File: src/rtl/cpu16_io_pkg.sv
// Shared definitions for CPU16 I/O-bus peripherals: register map, bit fields
// and the default interrupt-acknowledge address.
package cpu16_io_pkg;

  localparam logic [2:0] REG_CTRL     = 3'd0;
  localparam logic [2:0] REG_PRESCALE = 3'd1;
  localparam logic [2:0] REG_COMPARE  = 3'd2;
  localparam logic [2:0] REG_COUNT    = 3'd3;
  localparam logic [2:0] REG_STATUS   = 3'd4;
  localparam logic [15:0] NUM_REGS    = 16'd5;

  localparam int CTRL_EN      = 0;
  localparam int CTRL_AUTO    = 1;
  localparam int CTRL_IE      = 2;
  localparam int STAT_PENDING = 0;
  localparam int STAT_OVERRUN = 1;

  localparam logic [15:0] DEFAULT_ACK_ADDR = 16'h55AA;

endpackage

File: src/rtl/io_bus_slave_if.sv
// Generic CPU16 I/O responder front end: latches writes until io_wr falls,
// then issues a one-cycle commit; registers read data for a one-cycle handshake.
module io_bus_slave_if
  import cpu16_io_pkg::*;
#(
  parameter logic [15:0] BASE_ADDR = 16'h0010
) (
  input  logic        clk,
  input  logic        reset,
  input  logic [15:0] io_address,
  input  logic [15:0] io_wdata,
  input  logic        io_wr,
  input  logic        io_rd,
  output logic [15:0] io_rdata,
  output logic        io_rvalid,
  output logic [2:0]  rd_off,
  input  logic [15:0] rd_data,
  output logic        wr_commit,
  output logic [15:0] wr_addr,
  output logic [15:0] wr_data,
  output logic        wr_hit,
  output logic [2:0]  wr_off
);

  logic        wr_q;
  logic [15:0] waddr_q, wdata_q, rdata_q;
  logic        rvalid_q;
  logic [15:0] rd_rel, wr_rel;
  logic        rd_hit;

  // Addresses below the base wrap to large offsets, so one compare suffices.
  assign rd_rel = io_address - BASE_ADDR;
  assign wr_rel = waddr_q - BASE_ADDR;
  assign rd_hit = rd_rel < NUM_REGS;
  assign rd_off = rd_rel[2:0];
  assign wr_hit = wr_rel < NUM_REGS;
  assign wr_off = wr_rel[2:0];

  assign wr_commit = wr_q & ~io_wr;
  assign wr_addr   = waddr_q;
  assign wr_data   = wdata_q;
  assign io_rdata  = rdata_q;
  assign io_rvalid = rvalid_q;

  always_ff @(posedge clk or negedge reset) begin
    if (!reset) begin
      wr_q     <= 1'b0;
      waddr_q  <= '0;
      wdata_q  <= '0;
      rdata_q  <= '0;
      rvalid_q <= 1'b0;
    end else begin
      wr_q <= io_wr;
      if (io_wr) begin
        waddr_q <= io_address;
        wdata_q <= io_wdata;
      end
      rvalid_q <= io_rd & rd_hit;
      if (io_rd && rd_hit) rdata_q <= rd_data;
    end
  end

endmodule

File: src/rtl/io_timer_irq.sv
// Prescaled compare timer with level interrupt, mapped on the CPU16 I/O bus.
// Interrupt clears via a write to ACK_ADDR or write-1-to-clear in STATUS.
module io_timer_irq
  import cpu16_io_pkg::*;
#(
  parameter logic [15:0] BASE_ADDR = 16'h0010,
  parameter logic [15:0] ACK_ADDR  = DEFAULT_ACK_ADDR
) (
  input  logic        clk,
  input  logic        reset,
  input  logic [15:0] io_address,
  input  logic [15:0] io_wdata,
  input  logic        io_wr,
  input  logic        io_rd,
  output logic [15:0] io_rdata,
  output logic        io_rvalid,
  output logic        interrupt
);

  logic        wr_commit, wr_hit;
  logic [15:0] wr_addr, wr_data, rd_data;
  logic [2:0]  wr_off, rd_off;

  io_bus_slave_if #(.BASE_ADDR(BASE_ADDR)) u_bus (
    .clk(clk), .reset(reset),
    .io_address(io_address), .io_wdata(io_wdata), .io_wr(io_wr), .io_rd(io_rd),
    .io_rdata(io_rdata), .io_rvalid(io_rvalid),
    .rd_off(rd_off), .rd_data(rd_data),
    .wr_commit(wr_commit), .wr_addr(wr_addr), .wr_data(wr_data),
    .wr_hit(wr_hit), .wr_off(wr_off)
  );

  logic        en_q, auto_q, ie_q, pending_q, overrun_q, irq_q;
  logic        en_d, auto_d, ie_d, pending_d, overrun_d;
  logic [15:0] prescale_q, compare_q, count_q, pre_q;
  logic [15:0] prescale_d, compare_d, count_d, pre_d;
  logic        tick, match, reg_wr, ack;

  assign tick   = en_q && (pre_q == prescale_q);
  assign match  = tick && (count_q == compare_q);
  assign reg_wr = wr_commit && wr_hit;
  assign ack    = wr_commit && (wr_addr == ACK_ADDR);
  assign interrupt = irq_q;

  always_comb begin
    rd_data = '0;
    case (rd_off)
      REG_CTRL:     rd_data = {13'd0, ie_q, auto_q, en_q};
      REG_PRESCALE: rd_data = prescale_q;
      REG_COMPARE:  rd_data = compare_q;
      REG_COUNT:    rd_data = count_q;
      REG_STATUS:   rd_data = {14'd0, overrun_q, pending_q};
      default:      rd_data = '0;
    endcase
  end

  // Bus writes override timer updates, but a match always sets PENDING last.
  always_comb begin
    en_d       = en_q;
    auto_d     = auto_q;
    ie_d       = ie_q;
    prescale_d = prescale_q;
    compare_d  = compare_q;
    count_d    = count_q;
    pending_d  = pending_q;
    overrun_d  = overrun_q;
    pre_d      = (!en_q || tick) ? 16'd0 : pre_q + 16'd1;
    if (tick) begin
      if (!match)      count_d = count_q + 16'd1;
      else if (auto_q) count_d = 16'd0;
      else             en_d    = 1'b0;
    end
    if (reg_wr) begin
      case (wr_off)
        REG_CTRL: begin
          en_d   = wr_data[CTRL_EN];
          auto_d = wr_data[CTRL_AUTO];
          ie_d   = wr_data[CTRL_IE];
        end
        REG_PRESCALE: prescale_d = wr_data;
        REG_COMPARE:  compare_d  = wr_data;
        REG_COUNT:    count_d    = wr_data;
        REG_STATUS: begin
          if (wr_data[STAT_PENDING]) pending_d = 1'b0;
          if (wr_data[STAT_OVERRUN]) overrun_d = 1'b0;
        end
        default: ;
      endcase
    end
    if (ack) pending_d = 1'b0;
    if (match) begin
      if (pending_q) overrun_d = 1'b1;
      pending_d = 1'b1;
    end
  end

  always_ff @(posedge clk or negedge reset) begin
    if (!reset) begin
      en_q       <= 1'b0;
      auto_q     <= 1'b0;
      ie_q       <= 1'b0;
      prescale_q <= '0;
      compare_q  <= '0;
      count_q    <= '0;
      pending_q  <= 1'b0;
      overrun_q  <= 1'b0;
      pre_q      <= '0;
      irq_q      <= 1'b0;
    end else begin
      en_q       <= en_d;
      auto_q     <= auto_d;
      ie_q       <= ie_d;
      prescale_q <= prescale_d;
      compare_q  <= compare_d;
      count_q    <= count_d;
      pending_q  <= pending_d;
      overrun_q  <= overrun_d;
      pre_q      <= pre_d;
      irq_q      <= pending_q & ie_q;
    end
  end

endmodule

File: config.mk
export PLATFORM = sky130hd
export DESIGN_NAME = io_timer_irq
export DESIGN_NICKNAME = d
export VERILOG_FILES = /design/src/rtl/cpu16_io_pkg.sv /design/src/rtl/io_bus_slave_if.sv /design/src/rtl/io_timer_irq.sv
export SDC_FILE = /design/constraint.sdc
export NUM_CORES = 1
export LEC_CHECK = 0
export BUFFER_PORTS_ARGS = -buffer_cell sky130_fd_sc_hd__buf_4
export CAP_MARGIN = 20
export CORE_MARGIN = 2
export CORE_UTILIZATION = 67
export CTS_BUF_LIST = sky130_fd_sc_hd__clkbuf_2
export CTS_CLUSTER_SIZE = 30
export DETAILED_ROUTE_END_ITERATION = 12
export PLACE_DENSITY = 0.88
export SLEW_MARGIN = 20
export SYNTH_ARGS = -nofsm -noshare
export SYNTH_HDL_FRONTEND = slang
export SYNTH_SLANG_ARGS = --single-unit
File: constraint.sdc
create_clock -name clk -period 5.35 [get_ports clk]
set_input_delay 0.535 -clock clk [delete_from_list [all_inputs] [get_ports clk]]
set_output_delay 0.535 -clock clk [all_outputs]
set_load 0.005 [all_outputs]
==> results of run 1 <==
==> worst max path at each step <==
stage	from	to	slack, ns	depth (start not counted)
2_1_floorplan	io_wr	compare_q[10]	2.96	7
3_3_place_gp	io_wr	compare_q[5]	2.40	5
3_5_place_dp	io_wr	compare_q[4]	2.30	5
4_1_cts	u_bus.wr_addr[9]	compare_q[0]	2.66	4
5_1_grt	u_bus.wr_addr[9]	compare_q[0]	2.35	4
6_report	prescale_q[11]	en_q	2.64	6
==> critical path, cell delays in order (launching register included) <==
cell and delay (ns):
dfrtp_1 0.50, xor2_1 0.20, nor4_1 0.33, nand4_1 0.58, nand2_1 0.69, nand3_1 0.17
o21a_1 0.15
==> synthesized netlist by cell type, types with 2 or more instances <==
| cell type | number |
|---|---|
| nor4_1 | 12 |
| clkbuf_1 | 24 |
| and4_1 | 3 |
| o21a_1 | 2 |
| dfrtp_1 | 120 |
| nor2_1 | 66 |
| nor2b_1 | 3 |
| buf_2 | 3 |
| nand2b_1 | 2 |
| a221oi_1 | 2 |
| a21oi_1 | 28 |
| o41ai_1 | 2 |
| nor4b_1 | 3 |
| mux2_2 | 83 |
| o21ai_0 | 12 |
| xnor2_1 | 8 |
| o31ai_1 | 6 |
| nand3_1 | 12 |
| mux2_1 | 10 |
| a31oi_1 | 3 |
| inv_1 | 6 |
| o211ai_1 | 3 |
| nor3_1 | 4 |
| xor2_1 | 36 |
| mux2i_1 | 3 |
| mux4_2 | 3 |
| nand4_1 | 9 |
| and3_1 | 12 |
| or4_1 | 3 |
| or3_1 | 8 |
| or2_2 | 4 |
| nand3b_1 | 2 |
| buf_4 | 2 |
| nand2_1 | 39 |
| ha_1 | 2 |
| a22oi_1 | 6 |
==> registers in the layout, summed over array words and instances, names as in the netlist <==
register         cells
interrupt            1
compare_q           16
pre_q               16
u_bus.io_rdata      16
auto_q               1
u_bus.io_rvalid      1
count_q             16
pending_q            1
overrun_q            1
u_bus.wr_data       16
prescale_q          16
en_q                 1
ie_q                 1
u_bus.wr_q           1
u_bus.wr_addr       16
==> metrics by stage <==
stage          cells  power (mW)  hold slack, ns
5_1_grt          739        2.27         0.00954
4_1_cts          729        2.15         0.00977
3_3_place_gp     696        1.52           0.485
3_5_place_dp     696        1.54           0.499
2_1_floorplan    565        1.40           0.239
6_report         739        2.18          0.0458
==> per-layer routing <==
| metal | vias to the layer above | GRT usage [%] | routed length, µm |
|---|---|---|---|
| met5 | - | 0 | 0 |
| met3 | 78 | 7.73 | 1370 |
| met4 | 0 | 15.0 | 796 |
| met2 | 273 | 53.4 | 8040 |
| li1 | 2126 | - | - |
| met1 | 2428 | 44.1 | 6140 |
==> power breakdown <==
part	internal (mW)	total [mW]	switching, mW
Combinational	0.201	0.443	0.243
Clock	0.224	0.621	0.397
Sequential	0.980	1.12	0.137
Total	1.40	2.18	0.776
==> cells by family after synthesis <==
family / count (synthesis) / synth area share (%)
fa+ha+maj: 2 / 0.407
buf+inv: 39 / 2.89
xor+xnor: 44 / 6.27
mux: 99 / 18.6
compound gates: 73 / 7.52
flops: 120 / 48.9
simple gates: 188 / 15.4
==> timing repair <==
item | in CTS | in global routing
setup endpoints to repair | 0 | 0
endpoints found under the hold margin | 69 | 9
hold buffers | 1 | 9
==> final cells by class <==
type	instances	area, µm²	area share, %
Clock buffer	17	85.1	1.23
Clock inverter	15	169	2.45
Tap cell	108	135	1.96
Inverter	6	22.5	0.326
Sequential cell	120	3000	43.5
Multi-Input combinational cell	406	2970	43.0
Timing Repair Buffer	67	526	7.61
==> flow_summary_export.csv, run 1 <==
group,metric,value,unit
run_status,status,"finished clean",
clock_network,numCtsBuffers,17,
place,placed_area,6550,µm²
floorplanning,die_w,99.8,µm
synth,synth_nets,603,
worst_hold_path,min_from,"io_wdata[12]",
pwr,ir_worst_vdd,0.000296,V
critical_path,rr_endpoint,"en_q",
floorplanning,rows,34,
clock_network,h-tree-depth,4,
critical_path,reg2regPathDepth,6,
critical_path,crit_fanout,16,
synth,synth_top_area_share,48.9,%
clock_network,clk_latency,0.72,ns
final_layout,utilization,78.4,%
synth,yosys.area.top_type,"dfrtp_1",
global_routing,grt_remaining_overflow,0,
synth,ys_types,55,
sta,max_slew_margin,39.8,%
routing,vias,4905,
global_routing,antenna_found_initial,0,
routing,ant_nets,0,
critical_path,startpoint_type,"flop",
synth,ys_ff_latch,120,
routing,wl_per_cell,22.1,µm
critical_path,ff2ff_setup_slack,2.64,ns
clock_network,cts-root-buf,"clkbuf_2",
place,dp_hpwl,10.8,mm
floorplanning,num_io_pins,54,
pwr,powerDensity,316,nW/µm²
routing,wl,16.4,mm
synth,avgSynthCellArea,10.9,µm²
global_routing,grt_pass1_vias,4838,
synth,synth_area,6140,µm²
global_routing,grt_usage,33.5,%
place,routabilityCongestion,0.900,
final_layout,diodes,0,
sta,drv_slew,0,
place,dp_slack,2.30,ns
clock_network,postCtsSetupRepairBufs,0,
clock_network,cts_tree,"done",
final_layout,syn2layout_area_growth,12.4,%
sta,rsz0062_at_grt,"false",
global_routing,grt_pass1_wl,25.3,mm
final_layout,final_cell_area,6910,µm²
synth,synth_ff_type,"dfrtp_1",
final_layout,n_fill_cell,530,
clock_network,cts_resized,0,
worst_hold_path,hold_class,"in -> reg",
clock_network,cts_sinks,120,
critical_path,crit_path_end_kind,"flop",
global_routing,grt_max_degree,71,
sta,period_needed,2.71,ns
sta,hold_viol_final,0,
sta,worst_pin_slew,0.903,ns
routing,drtPass1Iterations,7,
worst_hold_path,holdPathEnd,"u_bus.wr_data[12]",
clock_network,path_clk_slew,0.22,ns
routing,drt_iter0_drc,379,
worst_hold_path,hold_path_depth,2,
synth,synth.area.top_cells,"dfrtp_1 (49%), mux2_2 (15%), xor2_1 (5.1%), nor2_1 (4.0%), nand2_1 (2.4%)",
final_layout,drive_above_1_share,29.0,%
floorplanning,dieHeight,99.8,µm
synth,ys_async_sr_fraction,100,%
routing,drc,0,
critical_path,cp.arrival,3.35,ns
critical_path,r2r_start,"prescale_q[11]",
critical_path,required,5.99,ns
synth,ys_warn_count,0,
routing,viasPerCell,6.64,
place,port-buffer-count,53,
synth,synth_edf_count,0,
final_layout,final_common_cell,"dfrtp_1",
clock_network,cts_buffer_depth,2,
sta,fmax,369,MHz
floorplanning,initial_core_util,69.8,%
floorplanning,die-area,9950,µm²
final_layout,nets,656,
sta,setup_violations,0,
sta,layout_setup_ws,2.64,ns
flow_run,maxCapViolCount,0,
critical_path,critPathKind,"reg -> reg",
sta,finClkSkew,0.0374,ns
sta,fin_crit_sh,50.6,%
pwr,p_leak,3.29,nW
synth,syn_inst,565,
final_layout,final_cell_mix,"dfrtp_1 (120), mux2_2 (83), nor2_1 (66)",
floorplanning,coreArea,8810,µm²
sta,finalSetupTns,0,ns
synth,yosysSeqAreaShare,48.9,%
No activity file was read; power rests on OpenSTA's default activity.
==> run 2, diff against run 1 <==
--- a/config.mk
+++ b/config.mk
@@ -8,11 +8,11 @@
 export BUFFER_PORTS_ARGS = -buffer_cell sky130_fd_sc_hd__buf_4
 export CAP_MARGIN = 20
 export CORE_MARGIN = 2
-export CORE_UTILIZATION = 67
+export CORE_UTILIZATION = 62
 export CTS_BUF_LIST = sky130_fd_sc_hd__clkbuf_2
 export CTS_CLUSTER_SIZE = 30
 export DETAILED_ROUTE_END_ITERATION = 12
-export PLACE_DENSITY = 0.88
+export PLACE_DENSITY = 0.83
 export SLEW_MARGIN = 20
 export SYNTH_ARGS = -nofsm -noshare
 export SYNTH_HDL_FRONTEND = slang
==> constraint.sdc (replaced) <==
create_clock -name clk -period 2.7 [get_ports clk]
set_input_delay 0.27 -clock clk [delete_from_list [all_inputs] [get_ports clk]]
set_output_delay 0.27 -clock clk [all_outputs]
set_load 0.005 [all_outputs]
==> flow_summary_export.csv, run 2 (same netlist as run 1, synthesis figures left out) <==
group,metric,value,unit
final_layout,syn2layout_area_growth,19.5,%
clock_network,path_clk_slew,0.18,ns
sta,layout_setup_ws,0.252,ns
global_routing,grt_max_degree,51,
sta,setup_violations,0,
clock_network,postCtsSetupRepairBufs,0,
critical_path,crit_path_end_kind,"flop",
routing,viasPerCell,6.14,
clock_network,clk_latency,0.71,ns
final_layout,ff_latch_area,3000,µm²
global_routing,grt_usage,31.2,%
sta,drv_slew,0,
sta,finClkSkew,0.0451,ns
sta,fin_crit_sh,90.7,%
final_layout,n_fill_cell,582,
final_layout,nets,685,
routing,wl_per_cell,20.6,µm
sta,period_needed,2.45,ns
floorplanning,die-area,10700,µm²
floorplanning,initial_core_util,63.4,%
clock_network,cts_sinks,120,
routing,drc,0,
sta,worst_pin_slew,0.693,ns
sta,max_slew_margin,53.8,%
routing,drt_iter0_drc,485,
global_routing,grt_pass1_vias,4848,
clock_network,cts_buffer_depth,2,
floorplanning,dieHeight,104,µm
place,dp_hpwl,10.6,mm
pwr,ir_worst_vdd,0.000442,V
floorplanning,die_w,104,µm
sta,hold_viol_final,0,
final_layout,final_cell_mix,"dfrtp_1 (120), mux2_2 (83), nor2_1 (66)",
clock_network,numCtsBuffers,17,
final_layout,drive_above_1_share,28.8,%
run_status,status,"finished clean",
routing,vias,4867,
routing,ant_nets,0,
worst_hold_path,hold_class,"in -> reg",
floorplanning,coreArea,9680,µm²
floorplanning,rows,36,
routing,drtPass1Iterations,5,
critical_path,cp_slowest_stage_delay,0.54,ns
clock_network,cts_tree,"done",
critical_path,critPathKind,"reg -> reg",
pwr,power,4.82,mW
critical_path,startpoint_type,"flop",
critical_path,cpLargestDelayFamily,"simple AND/OR/NAND/NOR gates",
clock_network,cts-root-buf,"clkbuf_2",
pwr,p_leak,3.49,nW
place,dp_cells,730,
final_layout,multi_input_area,2970,µm²
routing,wl,16.3,mm
sta,finalHoldWorstSlack,0.0415,ns
critical_path,crit_path_cell_trace,"xor2_1 -> nor4_1 -> and4_1 -> nand2_1 -> or4_1 -> a31oi_1",
critical_path,crit_slowest_cell,"or4_1",
place,dp_slack,0.378,ns
place,routabilityCongestion,0.978,
final_layout,diodes,0,
sta,finalSetupTns,0,ns
place,port-buffer-count,53,
global_routing,grt_remaining_overflow,0,
final_layout,finalNonFillerCells,793,
sta,rsz0062_at_grt,"false",
critical_path,path_buf_inv,0,
clock_network,h-tree-depth,4,
global_routing,antenna_found_initial,0,
final_layout,final_common_cell,"dfrtp_1",
floorplanning,num_io_pins,54,
critical_path,cp.arrival,3.06,ns
sta,fmax,409,MHz
critical_path,crit_fanout,6,
global_routing,grt_pass1_wl,25.8,mm
pwr,powerDensity,657,nW/µm²
flow_run,maxCapViolCount,0,
critical_path,required,3.32,ns
run 2: final cells by class:
| cell class | count | share of cell area, % |
|---|---|---|
| repair buffers | 96 | 11.0 |
| clock buffers | 19 | 1.30 |
| multi-input cells | 406 | 40.4 |
| well taps | 133 | 2.27 |
| flip-flops and latches | 120 | 40.9 |
| inverters | 6 | 0.307 |
| clock inverters | 13 | 3.73 |
run 2: worst register-to-register path, cell delays in order, from the launching register on:
cell and delay (ns):
dfrtp_1 0.45, xor2_1 0.17, nor4_1 0.43, and4_1 0.39
nand2_1 0.21, or4_1 0.54, a31oi_1 0.17
run 2: final timing paths:
check                                         from  slack [ns]  cells after the start                  to
worst max register to register       prescale_q[0]        0.25                      6         count_q[14]
worst max-delay path                 prescale_q[0]        0.25                      6         count_q[14]
min in group asynchronous                    reset        0.14                      2   u_bus.io_rdata[5]
worst min-delay path                         io_wr        0.04                      2          u_bus.wr_q
max in group asynchronous                    reset        1.83                      3  u_bus.io_rdata[13]
worst min register to register  u_bus.io_rdata[13]        0.53                      1  u_bus.io_rdata[13]
run 2: where the power goes:
group          internal (mW)  switching (mW)  total (mW)
Combinational          0.436           0.495       0.931
Clock                  0.985           0.705        1.69
Sequential              1.94           0.261        2.20
run 2: per-stage QoR:
stage / instance area, µm² / util (%)
detailed placement: 6660 / 68.8
global route: 7340 / 75.8
floorplan: 6140 / -
CTS: 7340 / 75.8
finish: 7340 / 75.8
global placement: 6660 / 68.8
run 2: layer usage:
metal	global-route usage [%]	part of all wire, %	vias up
li1	-	-	2183
met5	0	0	-
met3	4.91	6.3	51
met4	14.7	3.8	0
met1	40.9	40	2408
met2	51.4	50	225
run 2: what timing repair did:
item,in CTS,in global routing
hold buffers,31,0
hold endpoints to repair,81,0
resized for setup,0,0
